### src/rtl/video_ctrl_pkg.sv
// Shared types for the video path controller: lock FSM states and processing-mode codes.
package video_ctrl_pkg;

    typedef enum logic [1:0] {
        UNLOCKED = 2'd0,
        LOCKING  = 2'd1,
        LOCKED   = 2'd2
    } lock_state_t;

    localparam logic [1:0] MODE_PASS = 2'd0;
    localparam logic [1:0] MODE_GREY = 2'd1;
    localparam logic [1:0] MODE_INV  = 2'd2;
    localparam logic [1:0] MODE_RSVD = 2'd3;

endpackage

### src/rtl/video_timing_meter.sv
// Samples vs/hs/de, emits 1-cycle frame/line start pulses, and measures line width and line count per frame.
// Frame snapshot (eval_w/eval_h/frame_ok) is valid while frame_start is high; no backpressure.
module video_timing_meter #(
    parameter int H_CNT_W = 12,
    parameter int V_CNT_W = 12
) (
    input  logic               clk,
    input  logic               rstn,
    input  logic               vs_in,
    input  logic               hs_in,
    input  logic               de_in,
    input  logic               armed,
    output logic               frame_start,
    output logic               line_start,
    output logic               frame_ok,
    output logic [H_CNT_W-1:0] eval_w,
    output logic [V_CNT_W-1:0] eval_h
);

    logic               vs_d, hs_d, de_d;
    logic [H_CNT_W-1:0] pix_cnt, frame_w, fw_nxt;
    logic [V_CNT_W-1:0] line_cnt;
    logic               line_mm, mm_nxt, snap_valid;
    logic               vs_rise, de_rise, de_fall;
    logic               unused_hs;

    assign vs_rise   = vs_in & ~vs_d;
    assign de_rise   = de_in & ~de_d;
    assign de_fall   = ~de_in & de_d;
    assign frame_ok  = armed & snap_valid;
    assign unused_hs = hs_d;

    // A line ending on the same edge as vs rising still belongs to the old frame.
    always_comb begin
        fw_nxt = frame_w;
        mm_nxt = line_mm;
        if (de_fall) begin
            if (frame_w == '0)
                fw_nxt = pix_cnt;
            else if (pix_cnt != frame_w)
                mm_nxt = 1'b1;
        end
    end

    always_ff @(posedge clk or negedge rstn) begin
        if (!rstn) begin
            vs_d        <= 1'b0;
            hs_d        <= 1'b0;
            de_d        <= 1'b0;
            frame_start <= 1'b0;
            line_start  <= 1'b0;
            pix_cnt     <= '0;
            frame_w     <= '0;
            line_mm     <= 1'b0;
            line_cnt    <= '0;
            eval_w      <= '0;
            eval_h      <= '0;
            snap_valid  <= 1'b0;
        end else begin
            vs_d        <= vs_in;
            hs_d        <= hs_in;
            de_d        <= de_in;
            frame_start <= vs_rise;
            line_start  <= de_rise;

            if (de_in)
                pix_cnt <= (pix_cnt == '1) ? pix_cnt : pix_cnt + H_CNT_W'(1);
            else
                pix_cnt <= '0;

            // A line starting on the vs edge is counted in the new frame.
            if (vs_rise) begin
                eval_w     <= fw_nxt;
                eval_h     <= line_cnt;
                snap_valid <= (fw_nxt != '0) && (line_cnt != '0) && !mm_nxt;
                frame_w    <= '0;
                line_mm    <= 1'b0;
                line_cnt   <= de_rise ? V_CNT_W'(1) : '0;
            end else begin
                frame_w <= fw_nxt;
                line_mm <= mm_nxt;
                if (de_rise && line_cnt != '1)
                    line_cnt <= line_cnt + V_CNT_W'(1);
            end
        end
    end

endmodule

### src/rtl/video_path_ctrl.sv
// Timing lock FSM, frame watchdog and frame-aligned processing-mode handshake for the HDMI pixel path.
// Mode applies at next frame_start when locked, else 1 cycle after accept; one request in flight (ready low while pending).
module video_path_ctrl
    import video_ctrl_pkg::*;
#(
    parameter int H_CNT_W     = 12,
    parameter int V_CNT_W     = 12,
    parameter int LOCK_FRAMES = 2,
    parameter int WDOG_W      = 24,
    parameter int MODE_W      = 2
) (
    input  logic               clk,
    input  logic               rstn,
    input  logic               vs_in,
    input  logic               hs_in,
    input  logic               de_in,
    input  logic [MODE_W-1:0]  mode_req,
    input  logic               mode_req_valid,
    output logic               mode_req_ready,
    output logic [MODE_W-1:0]  mode_active,
    output logic               mode_update,
    output logic               frame_start,
    output logic               line_start,
    output logic [H_CNT_W-1:0] h_active,
    output logic [V_CNT_W-1:0] v_active,
    output logic               timing_locked,
    output logic               timing_err
);

    localparam int MC_W = $clog2(LOCK_FRAMES + 1);

    lock_state_t        state, state_n;
    logic [MC_W-1:0]    match_cnt, match_n, match_inc;
    logic               armed, armed_n, err_n, load_dims, same_dims;
    logic               frame_ok;
    logic [H_CNT_W-1:0] eval_w;
    logic [V_CNT_W-1:0] eval_h;
    logic [WDOG_W-1:0]  wdog;
    logic               wdog_to;
    logic               pending, accept, apply;
    logic [MODE_W-1:0]  pend_mode;

    video_timing_meter #(
        .H_CNT_W (H_CNT_W),
        .V_CNT_W (V_CNT_W)
    ) u_meter (
        .clk         (clk),
        .rstn        (rstn),
        .vs_in       (vs_in),
        .hs_in       (hs_in),
        .de_in       (de_in),
        .armed       (armed),
        .frame_start (frame_start),
        .line_start  (line_start),
        .frame_ok    (frame_ok),
        .eval_w      (eval_w),
        .eval_h      (eval_h)
    );

    assign wdog_to       = (wdog == '1) && !frame_start;
    assign same_dims     = (eval_w == h_active) && (eval_h == v_active);
    assign match_inc     = match_cnt + MC_W'(1);
    assign timing_locked = (state == LOCKED);

    always_comb begin
        state_n   = state;
        match_n   = match_cnt;
        armed_n   = armed;
        err_n     = 1'b0;
        load_dims = 1'b0;
        if (wdog_to) begin
            // Stalled source: forget history so the next frame is treated as partial.
            state_n = UNLOCKED;
            armed_n = 1'b0;
            match_n = '0;
            err_n   = (state == LOCKED);
        end else if (frame_start) begin
            if (!armed) begin
                armed_n = 1'b1;
            end else begin
                load_dims = frame_ok;
                case (state)
                    UNLOCKED: begin
                        if (frame_ok) begin
                            state_n = LOCKING;
                            match_n = MC_W'(1);
                        end
                    end
                    LOCKING: begin
                        if (frame_ok && same_dims) begin
                            match_n = match_inc;
                            if (match_inc >= MC_W'(LOCK_FRAMES))
                                state_n = LOCKED;
                        end else if (frame_ok) begin
                            match_n = MC_W'(1);
                        end else begin
                            state_n = UNLOCKED;
                            match_n = '0;
                        end
                    end
                    LOCKED: begin
                        if (!(frame_ok && same_dims)) begin
                            state_n = UNLOCKED;
                            match_n = '0;
                            err_n   = 1'b1;
                        end
                    end
                    default: begin
                        state_n = UNLOCKED;
                        match_n = '0;
                    end
                endcase
            end
        end
    end

    always_ff @(posedge clk or negedge rstn) begin
        if (!rstn) begin
            state      <= UNLOCKED;
            match_cnt  <= '0;
            armed      <= 1'b0;
            timing_err <= 1'b0;
            h_active   <= '0;
            v_active   <= '0;
            wdog       <= '0;
        end else begin
            state      <= state_n;
            match_cnt  <= match_n;
            armed      <= armed_n;
            timing_err <= err_n;
            if (load_dims) begin
                h_active <= eval_w;
                v_active <= eval_h;
            end
            if (frame_start || wdog_to)
                wdog <= '0;
            else
                wdog <= wdog + WDOG_W'(1);
        end
    end

    // pending is set after the accept edge, so a frame_start in the accept cycle cannot apply it.
    assign mode_req_ready = ~pending;
    assign accept         = mode_req_valid & ~pending;
    assign apply          = pending & ((state != LOCKED) | frame_start);

    always_ff @(posedge clk or negedge rstn) begin
        if (!rstn) begin
            pending     <= 1'b0;
            pend_mode   <= '0;
            mode_active <= '0;
            mode_update <= 1'b0;
        end else begin
            mode_update <= apply && (pend_mode != mode_active);
            if (apply) begin
                mode_active <= pend_mode;
                pending     <= 1'b0;
            end else if (accept) begin
                pending   <= 1'b1;
                pend_mode <= mode_req;
            end
        end
    end

endmodule

### config.mk
export PLATFORM = sky130hd
export DESIGN_NAME = video_path_ctrl
export DESIGN_NICKNAME = d
export VERILOG_FILES = /design/src/rtl/video_ctrl_pkg.sv /design/src/rtl/video_timing_meter.sv /design/src/rtl/video_path_ctrl.sv
export SDC_FILE = /design/constraint.sdc
export NUM_CORES = 1
export LEC_CHECK = 0
export CAP_MARGIN = 20
export CORE_MARGIN = 3
export CORE_UTILIZATION = 60
export DETAILED_ROUTE_END_ITERATION = 7
export PLACE_DENSITY = 0.91
export SETUP_SLACK_MARGIN = 0.15
export SLEW_MARGIN = 20
export SYNTH_ARGS = -nofsm -noshare
export SYNTH_HDL_FRONTEND = slang
export SYNTH_SLANG_ARGS = --single-unit
### constraint.sdc
create_clock -name clk -period 4.8 [get_ports clk]
set_input_delay 0.48 -clock clk [delete_from_list [all_inputs] [get_ports clk]]
set_output_delay 0.48 -clock clk [all_outputs]
set_load 0.02 [all_outputs]
==> reports/qor.yml, run 1 <==
start_util_pct: 62.7
hold_viol: 8
cts.repair.resized: 0
grt_max_degree: 88
layout-drive-gt1-share_pct: 12.9
antenna_found_initial: 0
num_rows: 35
crit_fanout: 6
cp-start-kind: "flip-flop"
syn_avg_cell_area_sq_um: 10.6
synth_simple_gate_area_share_pct: 19.7
numCtsBuffers: 17
hold_class: "primary input to async pin"
grt_usage_pct: 26.3
cts_buffer_depth: 2
p_leak_nw: 3.31
dp_hpwl_mm: 8.30
yosys.area.top_type_share_pct: 53.4
cts-root-buf: "clkbuf_8"
die-area_sq_um: 11100
worst_pin_slew_ns: 0.790
synth.area.top_cells: "dfrtp_1, xor2_1, mux2_2, xnor2_1, nand2_1"
synth_edf_count: 0
p_clk_share_pct: 43.9
fin_crit_sh_pct: 52.4
cp-end-kind: "output port"
cap_violations: 0
p_int_mw: 2.05
fin_hold_ws_ns: -0.0309
r2r_cells: 5
vias_per_cell: 6.01
die_h_microns: 105
period_needed_ns: 2.51
dr.pass1.iters: 7
cts_tree: "yes"
synth_compound_area_share_pct: 6.72
coreArea_sq_um: 9420
power_mw: 2.83
ys_warn_count: 0
slew_headroom_pct: 47.4
yosysTopAreaCell: "dfrtp_1"
num_vias: 4457
yosysUniqueCellTypes: 55
cts_hold_buffers: 0
path_clk_slew_ns: 0.06
p_comb_share_pct: 13.2
synthCells: 559
synth.net_count: 571
status: "finished with violations"
diodes: 0
async_reset_ff_share_pct: 100
cts_setup_buffers: 0
wl_per_cell_microns: 18.4
ys_seq_area_share_pct: 53.4
clk_latency_ns: 0.53
violations: "hold timing"
rsz0062_at_grt: "false"
seqPwrFrac_pct: 42.9
final.setup.tns_ns: 0
power_density_nw_per_um2: 406
syn_area_sq_um: 5910
drtAntennaViolNets: 0
areaGrowthSynthToFinish_pct: 17.8
p_sw_uw: 778
top_level_ports: 40
vdd_drop_max_v: 0.000347
synth_fa_ha_area_share_pct: 0.847
worst-setup-path-type: "flip-flop to output port"
fin_skew_ns: 0.00651
die_w_microns: 105
synth-main-ff-cell: "dfrtp_1"
synth_top_family_by_area: "simple AND/OR/NAND/NOR gates"
synth_mux_area_share_pct: 5.87
grt_overflow: 0
finalMaxSlewViolations: 0
globalplace.congestion: 0.899
required_ns: 4.32
grt_pass1_wl_mm: 22.9
cp.arrival_ns: 2.03
fmaxAchievable_ghz: 0.398
yosysMostFrequentCell: "dfrtp_1"
clock_sinks: 126
synth-seq-cells: 126
nets: 612
drtIter0Drc: 355
finalSetupViolations: 0
synth-xor-area-share_pct: 11.0
swShare_pct: 27.5
routed_wirelength_mm: 13.7
htree_levels: 4
io_buffers: 38
ys_top_cells_by_count: "dfrtp_1, nand2_1, nor2_1, xor2_1, xnor2_1"
grt_pass1_vias: 4738
fillerInstances: 578
drc: 0
==> sequential cells by signal, indices dropped and copies added (netlist names) <==
signal,flops
state,2
pend_mode,2
match_cnt,2
mode_active,2
u_meter.pix_cnt,12
u_meter.line_start,1
u_meter.line_cnt,12
v_active,12
u_meter.de_d,1
timing_err,1
u_meter.snap_valid,1
mode_update,1
u_meter.frame_start,1
u_meter.vs_d,1
wdog,24
u_meter.eval_h,12
u_meter.line_mm,1
pending,1
armed,1
u_meter.frame_w,12
u_meter.eval_w,12
h_active,12
==> stage by stage <==
| stage | setup slack, ns | util, % | instances | instance area, sq um |
|---|---|---|---|---|
| 6_report | 2.29 | 73.9 | 742 | 6960 |
| 3_3_place_gp | 1.96 | 67.5 | 709 | 6360 |
| 4_1_cts | 2.29 | 73.6 | 741 | 6930 |
| 5_1_grt | 2.24 | 73.9 | 742 | 6960 |
| 2_1_floorplan | 2.91 | - | 559 | 5910 |
| 3_5_place_dp | 1.90 | 67.5 | 709 | 6360 |
==> cells by family after synthesis <==
family | Yosys count
AO/OA/AOI/OAI | 66
XOR/XNOR | 74
adder cells (fa/ha/maj) | 4
buffers and inverters | 30
flip-flops | 126
multiplexers | 31
AND/OR/NAND/NOR | 228
==> area by class of cell <==
| cell class | count | area [sq um] | share of cell area [%] |
|---|---|---|---|
| well taps | 129 | 161 | 2.32 |
| clock inverters | 14 | 143 | 2.05 |
| inverters | 10 | 37.5 | 0.539 |
| clock buffers | 18 | 428 | 6.15 |
| repair buffers | 42 | 432 | 6.20 |
| multi-input cells | 403 | 2600 | 37.4 |
| flip-flops and latches | 126 | 3150 | 45.3 |
==> placed cells by master, fill, tap and decap left out, drive strengths merged, types with 3 or more instances in the layout <==
cell type and n:
a21oi 24, a31oi 3, and2 9, and3 6, and4 5, buf 5
clkbuf 18, clkdlybuf4s50 37, clkinv 8, clkinvlp 3, dfrtp 126, ha 4
inv 11, mux2 29, nand2 66, nand2b 4, nand3 24, nand4 10
nor2 61, nor2b 4, nor3 9, nor3b 4, nor4 14, o21ai 25
or3 7, xnor2 32, xor2 42
==> layer usage <==
metal / part of all wire [%] / track usage (%) / vias to the layer above
li1: - / - / 1994
met3: 5.5 / 7.04 / 61
met5: 0 / 0 / -
met4: 4.0 / 12.7 / 0
met2: 51 / 44.8 / 176
met1: 39 / 30.7 / 2226
==> power groups by stage <==
stage	combinational, mW	clock [mW]	sequential (mW)
floorplan	0.202	0	1.24
global placement	0.344	0	1.22
detailed placement	0.359	0	1.22
CTS	0.369	1.24	1.21
global route	0.404	1.30	1.22
finish	0.373	1.24	1.21
==> critical path: stages (launching register included) <==
cell,delay [ns]
dfrtp_1,0.45
nand2b_1,0.24
inv_1,0.18
clkdlybuf4s50_1,0.63
==> worst paths after layout <==
path	from	to	slack [ns]
hold / removal	rstn	wdog[10]	-0.03
setup / recovery	state[0]	timing_locked	2.29
min in group clk	vs_in	u_meter.vs_d	0.43
setup reg to reg	u_meter.frame_w[5]	u_meter.eval_w[9]	2.59
max in group asynchronous	rstn	u_meter.eval_h[7]	3.75
hold reg to reg	wdog[0]	wdog[0]	0.48
Note: power is estimated with default switching activity, not from simulation.
==> run 2, diff against run 1 <==
CORE_UTILIZATION = 53   (was 60)
PLACE_DENSITY = 0.86   (was 0.91)
clock period = 2.29 ns   (was 4.8 ns; I/O delays follow)
==> run 2 against run 1 <==
The flow now finishes without violations. Die area is 12% higher. Sequential cell count stayed put. Utilization is 7.0 points lower. Wire length is 3.3% lower. Global-route usage is 4.5 points lower. Clock skew is 0.00090 ns higher. Register-to-register slack worse by 2.3 ns. Count of clock-buffer cells in the layout is 3 higher. Worst hold slack better by 0.23 ns.
==> reports/qor.yml, run 2 (synthesized netlist as in run 1, its figures left out) <==
status: "complete, no violations"
cp_num_buf_inv: 1  # -1
antenna_found_initial: 0  # unchanged
io_buffers: 38  # unchanged
htree_levels: 4  # unchanged
coreArea_sq_um: 10600  # +13%
p_leak_nw: 3.40  # +2.9%
cap_violations: 0  # unchanged
top_register: "wdog"
placed_area_sq_um: 6420  # +1.0%
cts-root-buf: "clkbuf_8"
final.setup.tns_ns: 0  # unchanged
met3_usage_pct: 4.40  # -2.6 points
slew_headroom_pct: 55.9  # +8.6 points
drc: 0  # unchanged
grt_overflow: 0  # unchanged
power_mw: 6.23  # +120%
use_met1_pct: 28.7  # -2.0 points
die_h_microns: 112  # +6.0%
layout_commonest_cell: "dfrtp_1"
rsz0062_at_grt: "true"
dp_hpwl_mm: 8.14  # -1.9%
vias_per_cell: 5.76  # -4.1%
finalMaxSlewViolations: 0  # unchanged
power_density_nw_per_um2: 878  # +120%
top_level_ports: 40  # unchanged
grt_usage_pct: 21.8  # -4.5 points
final_cell_mix: "dfrtp_1, nand2_1, nor2_1"
num_rows: 37  # +5.7%
clock_sinks: 126  # unchanged
fin_skew_ns: 0.00740  # +0.000897 ns
grt_pass1_wl_mm: 22.2  # -3.0%
wl_per_cell_microns: 17.5  # -5.1%
met2_usage_pct: 36.0  # -8.8 points
cts_buffer_depth: 2  # unchanged
areaGrowthSynthToFinish_pct: 20.2
drtAntennaViolNets: 0  # unchanged
top_usage_layer: "met2"
clk_latency_ns: 0.52  # about the same
cpMaxStageDelayCell: "clkdlybuf4s50_1"
hold_class: "primary input to flip-flop"
diodes: 0  # unchanged
required_ns: 2.06  # -2.26 ns
fillerInstances: 722  # +25%
path_clk_slew_ns: 0.06  # about the same
fmaxAchievable_ghz: 0.477
drtIter0Drc: 374  # +5.4%
vdd_drop_max_v: 0.000801  # +130%
fin_crit_sh_pct: 91.6
dr.pass1.iters: 5  # -2
critPathTopFamily: "buffers and inverters"
die-area_sq_um: 12400  # +12%
cts_tree: "yes"
path_cells: "clkdlybuf4s50_1"
crit_fanout: 13  # +7
start_util_pct: 55.7  # -7.0 points
cp-start-kind: "flip-flop"
finalSetupViolations: 0  # unchanged
num_vias: 4353  # -2.3%
routed_wirelength_mm: 13.2  # -3.3%
hold_viol: 0  # -8
globalplace.congestion: 0.865  # -3.8%
nets: 619  # +1.1%
worst-setup-path-type: "flip-flop to output port"
period_needed_ns: 2.10
layout-drive-gt1-share_pct: 13.7  # +0.82 points
cpPeakStageDelay_ns: 0.70  # +0.07 ns
numCtsBuffers: 17  # unchanged
largest_reg_flops: 24  # unchanged
worst_pin_slew_ns: 0.661  # -0.129 ns
finalInstanceArea_sq_um: 7100  # +2.0%
grt_pass1_vias: 4501  # -5.0%
die_w_microns: 112  # +6.0%
cp.arrival_ns: 1.87  # -0.16 ns
grt_max_degree: 127  # +44%
cp-end-kind: "output port"
run 2: final timing paths:
| kind | start | end | slack [ns] | cells after the start |
|---|---|---|---|---|
| setup / recovery | u_meter.frame_start | frame_start | 0.19 | 1 |
| hold / removal | vs_in | u_meter.vs_d | 0.20 | 1 |
| setup reg to reg | wdog[0] | wdog[14] | 0.31 | 6 |
| hold reg to reg | wdog[0] | wdog[0] | 0.49 | 1 |
| max in group asynchronous | rstn | u_meter.line_start | 1.45 | 3 |
| min in group asynchronous | rstn | wdog[12] | 0.33 | 3 |
run 2: power breakdown:
part | switching (mW) | internal, mW
clock network | 0.949 | 1.96
logic | 0.432 | 0.355
registers | 0.164 | 2.37
total | 1.54 | 4.69
run 2: layout make-up:
cell class | instances | area [sq um] | share of cell area [%]
Sequential cell | 126 | 3150 | 44.4
Timing Repair Buffer | 48 | 467 | 6.58
Clock buffer | 21 | 459 | 6.47
Clock inverter | 11 | 186 | 2.63
Tap cell | 136 | 170 | 2.40
Multi-Input combinational cell | 404 | 2620 | 37.0
Inverter | 10 | 37.5 | 0.529
run 2: routing by layer:
layer | vias to the layer above | wire [microns]
met2 | 155 | 6600
met3 | 28 | 660
met4 | 0 | 255
li1 | 2010 | -
met1 | 2160 | 5690
met5 | - | 0
run 2: timing repair:
action / 4_1_cts / 5_1_grt
buffers inserted: 0 / 0
gates cloned: 0 / 1
pin swaps: 0 / 1
hold endpoints to repair: 126 / 0
hold buffers: 1 / 0
resized for setup: 2 / 2
setup endpoints to repair: 17 / 23
run 2: through the flow:
| stage | instances | utilization [%] | hold slack [ns] | worst slack [ns] |
|---|---|---|---|---|
| after global routing | 756 | 66.9 | 0.205 | 0.149 |
| final | 756 | 66.9 | 0.200 | 0.192 |
| after global placement | 722 | 60.6 | 0.380 | 0.288 |
| after detailed placement | 722 | 60.6 | 0.384 | 0.155 |
| after floorplan | 559 | - | -0.0666 | 0.405 |
| after CTS | 755 | 66.8 | 0.199 | 0.205 |
==> run 3, diff against run 2 <==
ABC_AREA = 1   (was not set)
CORE_UTILIZATION = 39   (was 53)
PLACE_DENSITY = 0.69   (was 0.86)
==> run 3 against run 2 <==
Critical path depth up 2. Register-to-register slack better by 0.09 ns. Sequential cell count unchanged. Critical path type unchanged. Largest power group is now registers. Highest routed layer unchanged.
==> reports/qor.yml, run 3 <==
status: "complete, no violations"
p_clk_share_pct: 42.0  # -4.7 points
antenna_found_initial: 0  # unchanged
cap_violations: 0  # unchanged
synth_edf_count: 0  # unchanged
stdcell_count: 1025  # +36%
num_vias: 4880  # +12%
synthCells: 750  # +34%
cp.arrival_ns: 1.77  # -0.10 ns
slew_headroom_pct: 59.5  # +3.6 points
coreArea_sq_um: 15400  # +45%
die-area_sq_um: 17400  # +40%
areaGrowthSynthToFinish_pct: 20.6
cts_tree: "yes"
die_w_microns: 132  # +18%
p_comb_share_pct: 15.6  # +3.0 points
syn_avg_cell_area_sq_um: 8.24  # -22%
globalplace.congestion: 0.876  # +1.3%
grt_pass1_vias: 4808  # +6.8%
fillerInstances: 1439  # +99%
diodes: 0  # unchanged
hold_class: "primary input to async pin"
fin_crit_sh_pct: 87.3  # -4.3 points
rsz0062_at_grt: "false"
yosysTopAreaCell: "dfrtp_1"
die_h_microns: 132  # +18%
grt_max_degree: 60  # -53%
numCtsBuffers: 17  # unchanged
clk_latency_ns: 0.41  # -0.11 ns
fin_util_pct: 48.5  # -18 points
num_rows: 45  # +22%
grt_pass1_wl_mm: 22.6  # +1.9%
io_buffers: 38  # unchanged
final.setup.tns_ns: 0  # unchanged
clock_sinks: 126  # unchanged
dp_cells: 995  # +38%
dr.pass1.iters: 6  # +1
p_int_mw: 4.38  # -6.6%
yosysMostFrequentCell: "nand2_1"
p_sw_mw: 1.62  # +4.6%
grt_overflow: 0  # unchanged
power_mw: 5.99  # -3.8%
crit_fanout: 4  # -9
synth.net_count: 762  # +33%
period_needed_ns: 2.00  # -0.0991 ns
worst_pin_slew_ns: 0.606  # -0.0550 ns
p_leak_nw: 3.46  # +1.9%
path_clk_slew_ns: 0.05  # about the same
grt_usage_pct: 15.7  # -6.0 points
hold_viol: 0  # unchanged
synth.area.top_cells: "dfrtp_1, nand2_1, inv_1, nor2_1, o21ai_0"
largest_reg_flops: 24  # unchanged
drc: 0  # unchanged
synth-seq-cells: 126  # unchanged
cts_buffer_depth: 2  # unchanged
drtIter0Drc: 245  # -34%
fmaxAchievable_ghz: 0.500  # +5.0%
finalInstanceArea_sq_um: 7450  # +5.0%
required_ns: 2.06  # about the same
finalSetupViolations: 0  # unchanged
cp-end-kind: "output port"
seqPwrFrac_pct: 42.5  # +1.8 points
wl_per_cell_microns: 12.8  # -27%
vias_per_cell: 4.76  # -17%
layout-drive-gt1-share_pct: 9.09  # -4.6 points
ys_top_cells_by_count: "nand2_1, dfrtp_1, inv_1, nor2_1, o21ai_0"
fin_skew_ns: 0.00839  # +0.000987 ns
top_level_ports: 40  # unchanged
syn_area_sq_um: 6180  # +4.6%
power_density_nw_per_um2: 804  # -8.4%
async_reset_ff_share_pct: 100  # unchanged
ys_warn_count: 0  # unchanged
cp-start-kind: "flip-flop"
htree_levels: 4  # unchanged
synth-main-ff-cell: "dfrtp_1"
nets: 816  # +32%
start_util_pct: 40.2  # -16 points
drtAntennaViolNets: 0  # unchanged
yosys.area.top_type_share_pct: 51.0  # -2.4 points
yosysUniqueCellTypes: 46  # -16%
vdd_drop_max_v: 0.000503  # -37%
cts-root-buf: "clkbuf_16"
cts_setup_buffers: 0  # unchanged
dp_hpwl_mm: 9.27  # +14%
placed_area_sq_um: 6870  # +6.9%
top_register: "wdog"
final_cell_mix: "nand2_1, dfrtp_1, inv_1"
routed_wirelength_mm: 13.1  # -0.62%
finalMaxSlewViolations: 0  # unchanged
worst-setup-path-type: "flip-flop to output port"
layout_commonest_cell: "nand2_1"
swShare_pct: 27.0  # +2.2 points
ys_seq_area_share_pct: 51.0  # -2.4 points
-- run 3: cell types whose count changed in the layout (fill, tap and decap cells not counted), moves of 9 or more --
| cell | before | now |
|---|---|---|
| xnor2_1 | 32 | 12 |
| o21ai_0 | 22 | 59 |
| mux2_2 | 28 | 7 |
| and2_1 | 9 | 0 |
| nand2_1 | 66 | 187 |
| nor2_1 | 61 | 91 |
| xor2_1 | 42 | 22 |
| nor3_1 | 8 | 18 |
| inv_1 | 9 | 97 |
-- run 3: metal layers --
metal	vias to the layer above	part of all wire [%]	global-route usage, %
met5	-	0	0
met4	0	1.0	3.85
met3	12	5.2	4.89
met2	96	46	24.9
met1	2282	47	21.2
li1	2490	-	-
-- run 3: final timing paths --
kind / start / cells past startpoint / slack, ns / to
min: rstn / 2 / 0.21 / wdog[6]
max reg2reg: wdog[0] / 12 / 0.40 / state[1]
min in group clk: vs_in / 1 / 0.28 / u_meter.vs_d
max: state[1] / 3 / 0.29 / timing_locked
max in group asynchronous: rstn / 3 / 1.51 / u_meter.pix_cnt[8]
min reg2reg: wdog[0] / 1 / 0.45 / wdog[0]
-- run 3: critical path: stages, from the launching register on --
cell and delay [ns]:
dfrtp_1 0.38, inv_1 0.07, nor2_1 0.23, clkdlybuf4s50_1 0.68
-- run 3: area by class of cell --
type | instances | area, sq um | area share [%]
sequential | 126 | 3150 | 42.3
multi-input combinational | 507 | 2590 | 34.8
timing repair buffer | 50 | 499 | 6.70
clock buffer | 23 | 498 | 6.68
inverter | 102 | 383 | 5.14
tap | 211 | 264 | 3.54
clock inverter | 6 | 60.1 | 0.806
-- run 3: cells by family (layout without fill, tap and decap cells) --
family / count (synthesis) / in the layout / share of synthesized area (%)
flops: 126 / 126 / 51.0
mux: 7 / 7 / 1.28
xor+xnor: 34 / 34 / 4.82
fa+ha+maj: 4 / 4 / 0.810
buf+inv: 117 / 181 / 7.25
compound gates: 100 / 100 / 9.05
simple gates: 362 / 362 / 25.8
-- run 3: metrics by stage --
step                hold WS, ns  setup WS [ns]
finish                    0.213          0.291
global route              0.210          0.180
CTS                       0.201          0.248
detailed placement       0.0957          0.245
global placement         0.0969          0.278
floorplan               -0.0666          0.575
-- run 3: power groups by stage --
stage          Combinational (mW)  Clock [mW]  Sequential (mW)
2_1_floorplan               0.504           0             2.62
3_3_place_gp                0.899           0             2.57
3_5_place_dp                0.916           0             2.58
4_1_cts                     0.930        2.57             2.54
5_1_grt                      1.06        2.68             2.56
6_report                    0.932        2.52             2.54
-- run 3: timing repair --
action                     4_1_cts  5_1_grt
resized for setup                0        4
hold endpoints to repair       118        0
hold buffers                     1        0
setup endpoints to repair        0       15
